## src/rtl/adc_line_buf.sv

```systemverilog
// Ping-pong line buffer: ADC samples fill one bank while the MCU reads the other; 1-cycle read latency.
// No backpressure on the ADC side: samples arriving while both banks are owned are dropped and flag OVF.
module adc_line_buf #(
  parameter int NPIX = 112,
  parameter int AW   = 7,
  parameter int LCW  = 16
) (
  input  logic           CLK,
  input  logic           RESET,
  input  logic [7:0]     DIN,
  input  logic           DVALID,
  input  logic           SOL,
  input  logic [AW-1:0]  RADDR,
  output logic [7:0]     RDATA,
  input  logic           RDONE,
  output logic           LINE_RDY,
  output logic           OVF,
  input  logic           CLR_OVF,
  output logic [LCW-1:0] LINECNT
);

  typedef enum logic [1:0] {IDLE, FILL, HOLD} state_t;

  localparam logic [AW-1:0] LAST   = AW'(NPIX - 1);
  localparam logic [AW:0]   NPIX_W = (AW+1)'(NPIX);

  state_t        state, state_nxt;
  logic          wbank, rbank;
  logic [AW-1:0] wcnt, wcnt_nxt, wr_idx;
  logic          wr_en, do_swap, ovf_evt;
  logic [AW:0]   wr_addr, rd_addr;
  logic [7:0]    mem [0:2*NPIX-1];

  always_ff @(posedge CLK or posedge RESET) begin
    if (RESET) begin
      state <= IDLE;
      wcnt  <= '0;
    end else begin
      state <= state_nxt;
      wcnt  <= wcnt_nxt;
    end
  end

  // SOL restarts the line at index 0, and a DVALID in the same cycle lands there.
  always_comb begin
    state_nxt = state;
    wcnt_nxt  = wcnt;
    wr_idx    = wcnt;
    wr_en     = 1'b0;
    do_swap   = 1'b0;
    ovf_evt   = 1'b0;
    case (state)
      IDLE, FILL: begin
        if (SOL) begin
          wr_idx    = '0;
          wcnt_nxt  = '0;
          state_nxt = FILL;
        end
        if ((state == FILL || SOL) && DVALID) begin
          wr_en = 1'b1;
          if (wr_idx == LAST) begin
            wcnt_nxt = '0;
            if (!LINE_RDY || RDONE) begin
              do_swap   = 1'b1;
              state_nxt = IDLE;
            end else begin
              state_nxt = HOLD;
            end
          end else begin
            wcnt_nxt = wr_idx + 1'b1;
          end
        end
      end
      HOLD: begin
        ovf_evt = SOL | DVALID;
        if (RDONE) begin
          do_swap   = 1'b1;
          state_nxt = IDLE;
        end
      end
      default: state_nxt = IDLE;
    endcase
  end

  // A swap takes priority over a plain release, so the new line replaces the old one.
  always_ff @(posedge CLK or posedge RESET) begin
    if (RESET) begin
      wbank    <= 1'b0;
      rbank    <= 1'b1;
      LINE_RDY <= 1'b0;
      LINECNT  <= '0;
      OVF      <= 1'b0;
    end else begin
      if (do_swap) begin
        rbank    <= wbank;
        wbank    <= ~wbank;
        LINE_RDY <= 1'b1;
        LINECNT  <= LINECNT + 1'b1;
      end else if (RDONE) begin
        LINE_RDY <= 1'b0;
      end
      if (ovf_evt)
        OVF <= 1'b1;
      else if (CLR_OVF)
        OVF <= 1'b0;
    end
  end

  assign wr_addr = {1'b0, wr_idx} + (wbank ? NPIX_W : '0);
  assign rd_addr = {1'b0, RADDR}  + (rbank ? NPIX_W : '0);

  always_ff @(posedge CLK) begin
    if (wr_en)
      mem[wr_addr] <= DIN;
  end

  always_ff @(posedge CLK or posedge RESET) begin
    if (RESET)
      RDATA <= '0;
    else if ({1'b0, RADDR} < NPIX_W)
      RDATA <= mem[rd_addr];
    else
      RDATA <= '0;
  end

endmodule

```

## config.mk

```make
export PLATFORM = sky130hd
export DESIGN_NAME = adc_line_buf
export DESIGN_NICKNAME = d
export VERILOG_FILES = /design/src/rtl/adc_line_buf.sv
export SDC_FILE = /design/constraint.sdc
export NUM_CORES = 2
export LEC_CHECK = 0
export CAP_MARGIN = 20
export CORE_MARGIN = 5
export CORE_UTILIZATION = 40
export CTS_CLUSTER_SIZE = 25
export DETAILED_ROUTE_END_ITERATION = 7
export DONT_BUFFER_PORTS = 1
export PLACE_DENSITY = 0.61
export SLEW_MARGIN = 20
export SYNTH_ARGS = -nofsm -noshare
export SYNTH_HDL_FRONTEND = slang
export SYNTH_SLANG_ARGS = --single-unit
export TNS_END_PERCENT = 20
```

## constraint.sdc

```tcl
create_clock -name CLK -period 5.8 [get_ports CLK]
set_clock_uncertainty 0.2 [all_clocks]
set_input_delay 0.58 -clock CLK [delete_from_list [all_inputs] [get_ports CLK]]
set_output_delay 0.58 -clock CLK [all_outputs]
set_load 0.1 [all_outputs]
```

; ---- After elaboration in Yosys (flattened, before gate mapping)
; Memories as Yosys holds them, arrays and structs flattened.
; Cells that the tools add are included.
; W data, S select, Z words.
[word_totals]
register_bits = 37
latchBits = 0
ram_bits = 1792
mem_bits_ro = 0
input_bits = 21
output_inout_bits = 26
n_memories = 1
[op_classes]
add_sub_neg = 4
multipliers = 0
div = 0
n_lt_le_gt_ge = 1
eq_ne = 4
shifts = 0
n_mux = 28
bitwise_logic = 2
reduce_logical = 8
[mem_list]
columns = name, depth, width, rd, rd_clocked_by_memory_dff, wr, line
row1 = mem, 224, 8, 1, 0, 1, 32  ; logic [7:0] mem [0:2*NPIX-1];
[op_table]
columns = operator, n
row1 = $mux W7, 7
row2 = $add A16 B1 Y16 const B, 1
row3 = $add A7 B7 Y8, 2
row4 = $mux W1, 13
row5 = $mux W2, 5
row6 = $mux W8, 1
row7 = $add A7 B1 Y7 const B, 1
row8 = $eq A7 B7 Y1 const B, 1
row9 = $lt A7 B7 Y1 const B, 1
row10 = $pmux W2 S2, 1
row11 = $reduce_bool A2 Y1, 2
row12 = $eq A2 B1 Y1 const B, 1
row13 = $eq A2 B2 Y1 const B, 1
row14 = $logic_not A2 Y1, 1
row15 = $logic_or A1 B1 Y1, 2
row16 = $ne A2 B2 Y1 const B, 1
row17 = $pmux W1 S2, 1
row18 = $reduce_or A2 Y1, 1
row19 = $logic_and A1 B1 Y1, 1
row20 = $logic_not A1 Y1, 1
row21 = $not A1 Y1, 1
row22 = $or A1 B1 Y1, 1

; ---- Depth between registers and ports, before layout
[depth]
ltp_word = 8
ltp_mapped = 12

; ---- Worst setup path before layout
; Ideal clock, no wire load.
[synth_path]
path_type = input to register
start = input port RADDR[4]
end = register RDATA[5]
setup_time_ns = 0.121
arrival_ns = 3.006
required_time_ns = 5.479
setup_slack_ns = 2.473
cell_stages = 9
path_buffers = 1
cell_sequence = ha_1 > fa_1 > clkbuf_1 > or3b_2 > o22ai_1 > a311o_1 > nor3_1 > or4_1 > a22o_1
[synth_via]
elab_chain_cells = 3
[synth_rtl]
columns = item, line
row1 = "start, declared", 13  ; input logic [AW-1:0] RADDR,
row2 = $add A7 B7 Y8, 110  ; assign rd_addr = {1'b0, RADDR} + (rbank ? NPIX_W : '0);
row3 = $mem_v2 Z224 W8, n/a
row4 = $mux W8 (*), 120  ; else if ({1'b0, RADDR} < NPIX_W)
row5 = "end signal, assigned", 121  ; RDATA <= mem[rd_addr];
row6 = "end, declared", 14  ; output logic [7:0] RDATA,
; Mark *: on every way between the ends. The rest lies on a longest branch, timed or not.
; A chain may end at the register's enable or synchronous reset.

; ---- Final worst setup path
[layout_path]
start = register state[1]
end = memory mem[148][4] (enable)
[layout_via]
elab_chain_cells = 7
[layout_rtl]
columns = item, line
row1 = "start, declared", 27  ; state_t state, state_nxt;
row2 = "start signal, assigned", 39  ; state <= state_nxt;
row3 = branches (longest 7 deep; another with $add A7 B7 Y8), n/a
row4 = "end, declared", 32
; Parallel ways; which one is timed is not known.

==> results.ini <==
[route]
viasPerCell = 5.92
detail_route.wl_per_cell_um = 31.5
drt_pass1_iterations = 5
drtIter0Drc = 4598
routed_wl_mm = 186
antenna_left = 0
via_count = 34974
drc = 0

[hold_path]
whs_path_depth = 1
min_to = mem[58][6]
hp-start = DIN[6]
hold_class = input port to flip-flop

[floorplanning]
rows = 155
core-area_um2 = 178000
die_w_um = 432
die_area_um2 = 187000
die_h_um = 432
num_io_pins = 47
initial_core_util_pct = 40.1

[critical_path]
critPathCaptureType = flip-flop
cpMaxStageDelayCell = nor2_1
start_kind = flip-flop
crit_fanout = 16
path_class = flip-flop to flip-flop
required_ns = 6.02
r2r_end = mem[148][4]
reg2regPathDepth = 9
cp.arrival_ns = 4.73
rr_startpoint = state[1]
cp_common_cell = nor2_1
cp_cell_sequence = nand2b_1 > and2_1 > ha_1 > inv_1 > fa_1 > xnor2_1 > nor2_1 > nand3_1 > nor2_1
crit_buf_inv = 1
worst_path_dominant_cell_family = simple AND/OR/NAND/NOR gates
cpPeakStageDelay_ns = 0.93
r2r_setup_slack_ns = 1.28

[synth]
synth.distinct_cells = 65
synth-edff-count = 1792
yosysSeqAreaShare_pct = 76.7
yosys_warnings = 0
synthesis.area_um2 = 71300
synth_fp_nets = 3379
syn_area_per_cell_um2 = 21.3
postSynth.asyncResetShare_pct = 2.02
ys_ff_latch = 1829
synth_top_flop_cell = edfxtp_1
synth_cells = 3348

[run_status]
violations = hold timing
status = finished, violations left

[timing]
min_period_ns = 4.52
min_period_over_period_pct = 77.8
grt_setup_unrepaired = no
hold_ws_ns = -0.0190
setup_viol = 0
tightestPinTransition_ns = 1.36
drv_slew = 0
slew_headroom_pct = 9.61
hold_viol = 5
tns_ns = 0
fmax_ghz = 0.221

[clock_tree]
clockBufferDepth = 3
cts_htree_levels = 4
numCtsBuffers = 180
cts_setup_buffers = 0
cts_resized = 0
cts_tree = built
clkSinkCount = 1829
clockRootBuffer = clkbuf_16
clk_pin_slew_ns = 0.06
clk_latency_ns = 0.79

[place]
placed_area_um2 = 73600
gp_congestion = 0.811
hpwl_mm = 104
portBuffers = 0

[finish]
final_common_cell = edfxtp_1
finalNetCount = 3432
final-seq-area_um2 = 54700
area_growth_pct = 12.2
multi_input_area_um2 = 15500
fillers = 14775
final_cell_mix = 1792 x edfxtp_1, 469 x mux4_2, 270 x nor2_1
drive_gt1_share_pct = 22.9
antenna_cells = 0
final_area_um2 = 80000

[job]
maxCapViolCount = 0

[grt]
grt_max_degree = 463
grt_pass1_vias = 34874
grt_pass1_wl_mm = 267
grt_util_all_layers_pct = 19.9
antenna_found_initial = 6
gr-total-overflow = 0

[power_and_ir_drop]
p_leak_nw = 24.6
peakVddDrop_mv = 0.235
p_per_area_nw_per_um2 = 348

## power by group
part	total [mW]	switching, mW	internal [mW]
Sequential	14.7	0.163	14.5
Clock	11.6	4.96	6.61
Combinational	1.56	1.03	0.531
Total	27.8	6.16	21.7
## how the worst max path moves through the flow
stage	from	to	slack, ns	depth (start not counted)
2_1_floorplan	RADDR[4]	RDATA[5]	2.47	9
4_1_cts	state[1]	mem[148][4]	1.26	9
3_3_place_gp	state[1]	mem[148][3]	1.29	9
3_5_place_dp	RADDR[0]	RDATA[2]	1.16	8
6_report	state[1]	mem[148][4]	1.28	9
5_1_grt	state[1]	mem[148][7]	1.01	9
## worst reg2reg max path, stage by stage, from the launching register on
cell and delay [ns]:
dfrtp_1 0.60, nand2b_1 0.40, and2_1 0.20, ha_1 0.16, inv_1 0.06, fa_1 0.43
xnor2_1 0.16, nor2_1 0.23, nand3_1 0.75, nor2_1 0.95
## state kept, by name, indices dropped and copies added, names as in the netlist
| signal | flops |
|---|---|
| mem | 1792 |
| OVF | 1 |
| rbank | 1 |
| LINECNT | 16 |
| wbank | 1 |
| RDATA | 8 |
| LINE_RDY | 1 |
| wcnt | 7 |
| state | 2 |
## area by class of cell
cell class                      count  area share [%]
Clock inverter                    117            1.30
Tap cell                         2355            3.68
Inverter                           17          0.0829
Clock buffer                      219            5.96
Timing Repair Buffer               60            1.18
Sequential cell                  1829            68.4
Multi-Input combinational cell   1313            19.4
## cells in the mapped netlist, types with 13 or more instances
cell | count | area share, %
edfxtp_1 | 1792 | 75
mux4_2 | 469 | 15
nor2_1 | 271 | 1.4
nand2_1 | 112 | 0.59
clkbuf_1 | 74 | 0.39
mux2i_1 | 49 | 0.69
buf_2 | 48 | 0.34
o22ai_1 | 45 | 0.39
a22oi_1 | 43 | 0.45
dfrtp_1 | 36 | 1.3
nand3_1 | 31 | 0.22
o21ai_0 | 27 | 0.19
buf_4 | 25 | 0.26
a21oi_1 | 24 | 0.17
buf_6 | 23 | 0.36
nor2b_1 | 18 | 0.16
buf_1 | 15 | 0.079
inv_1 | 15 | 0.079
nand4_1 | 14 | 0.12
and3_1 | 13 | 0.11
xnor2_1 | 13 | 0.16
## through the flow
stage                     std cells  setup slack (ns)  power, mW  utilization [%]
after floorplan                3348              2.47       15.8                -
after global placement         5539              1.29       16.1             41.3
after detailed placement       5545              1.16       16.2             41.4
after CTS                      5897              1.26       27.9             44.8
after global routing           5910              1.01       28.6             45.0
final                          5910              1.28       27.8             45.0
## per-layer routing
| layer | up-vias | wire length (µm) | global-route usage (%) |
|---|---|---|---|
| met2 | 1853 | 87100 | 30.5 |
| met4 | 4 | 5290 | 5.80 |
| met1 | 18738 | 77400 | 29.1 |
| met3 | 274 | 16500 | 3.93 |
| li1 | 14105 | - | - |
| met5 | - | 30 | 0 |
## cell families after synthesis
kind of cell	after synthesis	synth area share, %
AO/OA/AOI/OAI	233	2.31
flip-flops	1829	76.7
buffers and inverters	206	1.62
XOR/XNOR	20	0.246
AND/OR/NAND/NOR	520	3.20
adder cells (fa/ha/maj)	10	0.196
multiplexers	530	15.7
## timing repair
item                                    4_1_cts  5_1_grt
hold buffers                                 16        3
endpoints found under the setup margin        0        0
hold endpoints to repair                   1841       12
No activity file was read; power rests on OpenSTA's default activity.
